===== src/rtl/demux1to4_32bit_pkg.sv =====
// Shared constants and helpers for the 1-to-4 registered demultiplexer.
package demux1to4_32bit_pkg;

    localparam int unsigned DataWDefault = 32;
    localparam int unsigned NumOut       = 4;
    localparam int unsigned SelW         = 2;
    localparam int unsigned CntW         = 3;

    function automatic logic [CntW-1:0] popcnt(input logic [NumOut-1:0] v);
        logic [CntW-1:0] c;
        c = '0;
        for (int i = 0; i < NumOut; i++) begin
            c = c + CntW'(v[i]);
        end
        return c;
    endfunction

endpackage


===== src/rtl/demux_slot.sv =====
// One output slot: a single-entry data register with valid flag, load and drain handling.
module demux_slot #(
    parameter int unsigned DATA_W = 32
) (
    input  logic              clk,
    input  logic              rst_n,
    input  logic              load_i,
    input  logic [DATA_W-1:0] data_i,
    input  logic              ready_i,
    output logic              valid_o,
    output logic [DATA_W-1:0] data_o
);

    logic              valid_d, valid_q;
    logic [DATA_W-1:0] data_d, data_q;

    // A load wins over a drain, so a same-cycle drain and refill keeps valid set.
    always_comb begin
        valid_d = valid_q;
        data_d  = data_q;
        if (load_i) begin
            valid_d = 1'b1;
            data_d  = data_i;
        end else if (valid_q && ready_i) begin
            valid_d = 1'b0;
        end
    end

    always_ff @(posedge clk or negedge rst_n) begin
        if (!rst_n) begin
            valid_q <= 1'b0;
            data_q  <= '0;
        end else begin
            valid_q <= valid_d;
            data_q  <= data_d;
        end
    end

    assign valid_o = valid_q;
    assign data_o  = data_q;

endmodule


===== src/rtl/demux1to4_32bit.sv =====
// Registered 1-to-4 demultiplexer with per-slot valid/ready handshakes and an occupancy count.
module demux1to4_32bit
    import demux1to4_32bit_pkg::*;
#(
    parameter int unsigned DATA_W = DataWDefault,
    parameter int unsigned N_OUT  = NumOut
) (
    input  logic              clk,
    input  logic              rst_n,
    input  logic              in_valid,
    input  logic [SelW-1:0]   in_sel,
    input  logic [DATA_W-1:0] in_data,
    output logic              in_ready,
    output logic [N_OUT-1:0]  out_valid,
    output logic [DATA_W-1:0] out_data_0,
    output logic [DATA_W-1:0] out_data_1,
    output logic [DATA_W-1:0] out_data_2,
    output logic [DATA_W-1:0] out_data_3,
    input  logic [N_OUT-1:0]  out_ready,
    output logic [CntW-1:0]   full_cnt
);

    logic [N_OUT-1:0]  load;
    logic [DATA_W-1:0] slot_data [N_OUT];
    logic              fill;
    logic [CntW-1:0]   cnt_d, cnt_q;

    // Only the addressed slot decides acceptance; other slots never stall the input.
    assign in_ready = ~out_valid[in_sel] | out_ready[in_sel];
    assign fill     = in_valid & in_ready;

    always_comb begin
        load = '0;
        load[in_sel] = fill;
    end

    for (genvar k = 0; k < N_OUT; k++) begin : g_slot
        demux_slot #(
            .DATA_W (DATA_W)
        ) u_slot (
            .clk     (clk),
            .rst_n   (rst_n),
            .load_i  (load[k]),
            .data_i  (in_data),
            .ready_i (out_ready[k]),
            .valid_o (out_valid[k]),
            .data_o  (slot_data[k])
        );
    end

    assign out_data_0 = slot_data[0];
    assign out_data_1 = slot_data[1];
    assign out_data_2 = slot_data[2];
    assign out_data_3 = slot_data[3];

    // Several slots can drain in one cycle, so subtract the full drain popcount.
    always_comb begin
        cnt_d = cnt_q + CntW'(fill) - popcnt(out_valid & out_ready);
    end

    always_ff @(posedge clk or negedge rst_n) begin
        if (!rst_n) begin
            cnt_q <= '0;
        end else begin
            cnt_q <= cnt_d;
        end
    end

    assign full_cnt = cnt_q;

endmodule

===== config.mk =====
export PLATFORM = sky130hd
export DESIGN_NAME = demux1to4_32bit
export DESIGN_NICKNAME = d
export VERILOG_FILES = /design/src/rtl/demux1to4_32bit_pkg.sv /design/src/rtl/demux_slot.sv /design/src/rtl/demux1to4_32bit.sv
export SDC_FILE = /design/constraint.sdc
export NUM_CORES = 1
export LEC_CHECK = 0
export ABC_AREA = 1
export CELL_PAD_IN_SITES_DETAIL_PLACEMENT = 2
export CELL_PAD_IN_SITES_GLOBAL_PLACEMENT = 2
export CORE_MARGIN = 2
export CORE_UTILIZATION = 28
export DETAILED_ROUTE_END_ITERATION = 8
export PLACE_DENSITY = 0.81
export SYNTH_ARGS = -nofsm -noshare
export SYNTH_HDL_FRONTEND = slang
export SYNTH_SLANG_ARGS = --single-unit

===== constraint.sdc =====
create_clock -name clk -period 2.7 [get_ports clk]
set_input_delay 0.54 -clock clk [delete_from_list [all_inputs] [get_ports clk]]
set_output_delay 0.54 -clock clk [all_outputs]
set_load 0.01 [all_outputs]

==> summary.txt <==
Status
  – Outcome: finished, final reports clean

Setup path
  – Reg2Reg Launch Point: g_slot[0].u_slot.valid_o
  – Crit-path leading delay family: adder cells
  – Crit. path cell count: 13
  – Arr. time, crit path: roughly 2.8 ns
  – CP startpoint kind: input port
  – FF-to-FF path depth: 13
  – CP max stage delay: 0.47 ns
  – Setup crit start: out_ready[2]
  – Critical Path End: full_cnt[2]
  – Bufs and invs on worst path: 3
  – Worst path required time: 3.00 ns
  – Crit-path slowest cell: clkdlybuf4s50_1
  – Crit path max fanout: 2
  – WS Path Type: input port to register
  – Worst R2R End: full_cnt[2]
  – Setup crit end kind: register
  – Crit-path cells: clkdlybuf4s50_1, nand3_1, nand2_1, nor2_2, nand2_4, nand2_4, fa_1, inv_1, ha_2, inv_1, fa_2, xor2_2, xnor2_1
  – Reg-to-reg setup timing slack: 0.37 ns

Layout
  – Finished Core Util: between 40% and 50%
  – Layout area overhead: 46.91%
  – Fraction of layout cells with a size suffix above 1: between 10% and 20%
  – Cell Count, Final, Fillers Out: about 1100
  – Nets@finish: 852
  – Diode count: 0

Synth
  – Post-synth top cells: nand2_1 (274), dfrtp_1 (135), nand4_1 (128), clkbuf_1 (19), buf_2 (16)
  – Post-synthesis sequential area ratio: slightly below 60%
  – Post-synthesis adder-cell area fraction: under 10%
  – Distinct cell type count after synthesis: 22
  – Area leader, netlist: dfrtp_1
  – Post-Synth XOR/XNOR Area: 0.4492%
  – Number of flops mapped to enable cells by yosys: 0
  – Syn Nets: roughly 700
  – Synth Area in Compound Gates: 0.3422%
  – Multiplexer share of the synthesized area: 0%
  – Syn Inst Count: approximately 640
  – Async set-reset flop share out of synthesis: 100.0%
  – Main combinational cell family by area after synthesis: simple AND/OR/NAND/NOR gates
  – Post-synth top area share: 57.75%
  – Main synth FF type: dfrtp_1
  – Top cells by area, synth: dfrtp_1 (58%), nand2_1 (18%), nand4_1 (14%), buf_6 (1.9%), buf_2 (1.4%)
  – Synth Area in Simple Gates: between 30% and 40%
  – Yosys synthesis warning count: 0
  – Most numerous cell in the Yosys netlist: nand2_1
  – Synth Area per Inst: a little over 9 sq um
  – FF+latch count, synth: approximately 140
  – Netlist Area Pre-Place: approximately 0.006 sq mm

Clocking
  – CTS tree: built
  – CTS max path bufs: 2
  – Cts hold-fix bufs: 0
  – H-tree depth: 4
  – Clock Latency Late Sink: between 0.4 and 0.5 ns
  – Cts bufs inserted: 17
  – Clk slew on worst S/H paths: about 0.060 ns
  – CTS sink count: around 140
  – Root Buffer: clkbuf_16

Drt
  – Starting DRT DRC Count: about 210
  – Drt pass-1 iters: 4
  – Wire per inst: roughly 21 um
  – Total Wirelength: between 20 and 25 mm
  – Via Count: ~5500
  – Routed Antenna Nets: 0
  – Vias per inst: around 5
  – Post-route DRC: 0

Flow run
  – Max Cap Violations: 0

Global route
  – Largest net degree at the start of global routing: 133
  – First-pass GRT wire length: ~36 mm
  – Antenna violations before repair: 0
  – GRT Residual Overflow: 0
  – GRT Overall Usage: between 20% and 30%
  – Number of global-route vias before repair: approximately 6000

STA
  – Unrepaired setup endpoints after global routing: no
  – Final setup fails: 0
  – Hold slack: about 0.11 ns
  – Crit path time final: around 2.5 ns
  – Worst slew pin tran: between 0.9 and 1 ns
  – FMAX: between 0.4 and 0.5 GHz
  – Final worst-path cycle share: 92.47%
  – Final slew viol count: 0
  – Final hold vios: 0
  – Clock Skew: about 0.012 ns
  – Rel. slew slack: 35.30%

Floorplanning
  – Chip height: between 100 and 150 um
  – Core Box Area: 0.02036 sq mm
  – Die W: around 150 um
  – Cell row count: 52
  – DIE AREA: approximately 0.022 sq mm
  – Starting density of the core: between 20% and 30%
  – Ports: about 180

Worst hold path
  – HP Class: input port to async pin

Place
  – Port bufs: 176
  – Dpl hpwl: roughly 15 mm
  – Placed cell count: about 1100
  – GP Congestion: 0.7974

Pwr
  – Power Total: just over 7 mW
  – VDD IR max: between 0.0004 and 0.0005 V
  – Cell Pwr Density: between 800 and 900 mW/mm^2
  – Leakage: slightly above 4 nW
-- metal layers --
metal / GRT usage [%] / part of all wire, %
met2: 38.03 / 51
met1: 27.03 / 42
met3: 5.031 / 4.9
met4: 6.000 / 1.4
met5: 0 / 0
-- how the worst min path moves through the flow --
stage	startpoint	end	depth (start not counted)	slack [ns]
4_1_cts	rst_n	g_slot[0].u_slot.data_o[4]	1	0.13
6_report	rst_n	g_slot[0].u_slot.data_o[4]	1	0.11
3_3_place_gp	g_slot[3].u_slot.data_o[6]	g_slot[3].u_slot.data_o[6]	2	0.45
5_1_grt	rst_n	g_slot[0].u_slot.data_o[4]	1	0.14
3_5_place_dp	g_slot[0].u_slot.data_o[2]	g_slot[0].u_slot.data_o[2]	2	0.46
2_1_floorplan	rst_n	full_cnt[0]	0	0.24
-- through the flow --
step,cell area [sq um],worst slack [ns],setup TNS (ns)
final,8593,0.2034,0
after detailed placement,7885,-0.5300,-34.47
after global routing,8593,0.08472,0
after floorplan,5867,0.01208,0
after global placement,7885,-0.3123,-6.892
after CTS,8537,0.007204,0
-- what timing repair did --
| action | in CTS | in global routing |
|---|---|---|
| buffers inserted | 3 | 2 |
| resized for setup | 3 | 8 |
| gates cloned | 0 | 0 |
| pin swaps | 2 | 4 |
| endpoints found under the setup margin | 3 | 2 |
-- kinds of logic (layout without fill, tap and decap cells) --
kind of cell,count (synthesis),count (layout)
AND/OR/NAND/NOR,414,414
flip-flops,135,135
buffers and inverters,75,258
adder cells (fa/ha/maj),5,5
AO/OA/AOI/OAI,4,4
XOR/XNOR,3,3
-- flip-flops by register name (all words and copies together), names as in the netlist --
signal,count
g_slot.u_slot.data_o,128
g_slot.u_slot.valid_o,4
full_cnt,3
-- worst reg2reg max path: cells and delay by family, from the launching register on --
kind                       cells  cell delay (ns)
and+or+nand+nor                6             0.43
DFF                            1             0.43
xor gates and xnor gates       2             0.29
buffers and inverters          2             0.12
adders and majority gates      3             0.96
-- final cells by class --
class | count | area, sq um
timing repair buffer | 210 | 2102
fill | 2155 | 11770
multi-input combinational | 426 | 2103
clock inverter | 13 | 168.9
tap | 270 | 337.8
sequential | 135 | 3378
inverter | 16 | 60.06
clock buffer | 19 | 442.9
-- cells in the final DEF (no fill, tap or decap), types with 2 or more instances in the layout --
master / n
buf_12: 6
buf_4: 27
buf_6: 3
bufinv_16: 3
clkbuf_16: 17
clkdlybuf4s50_1: 171
clkinvlp_4: 4
dfrtp_1: 135
dlymetal6s2s_1: 2
fa_1: 2
inv_1: 14
inv_2: 2
inv_6: 4
nand2_1: 270
nand2_2: 3
nand2_4: 2
nand3_1: 3
nand3_2: 4
nand4_1: 128
nor2_4: 2
o21ai_1: 4
xnor2_1: 2
-- power breakdown --
group / switching, mW / internal (mW) / total (mW)
sequential: 0.306 / 2.44 / 2.75
clock: 0.932 / 1.49 / 2.42
combinational: 0.989 / 1.04 / 2.03
total: 2.23 / 4.97 / 7.20
Note: power is estimated with default switching activity, not from simulation.
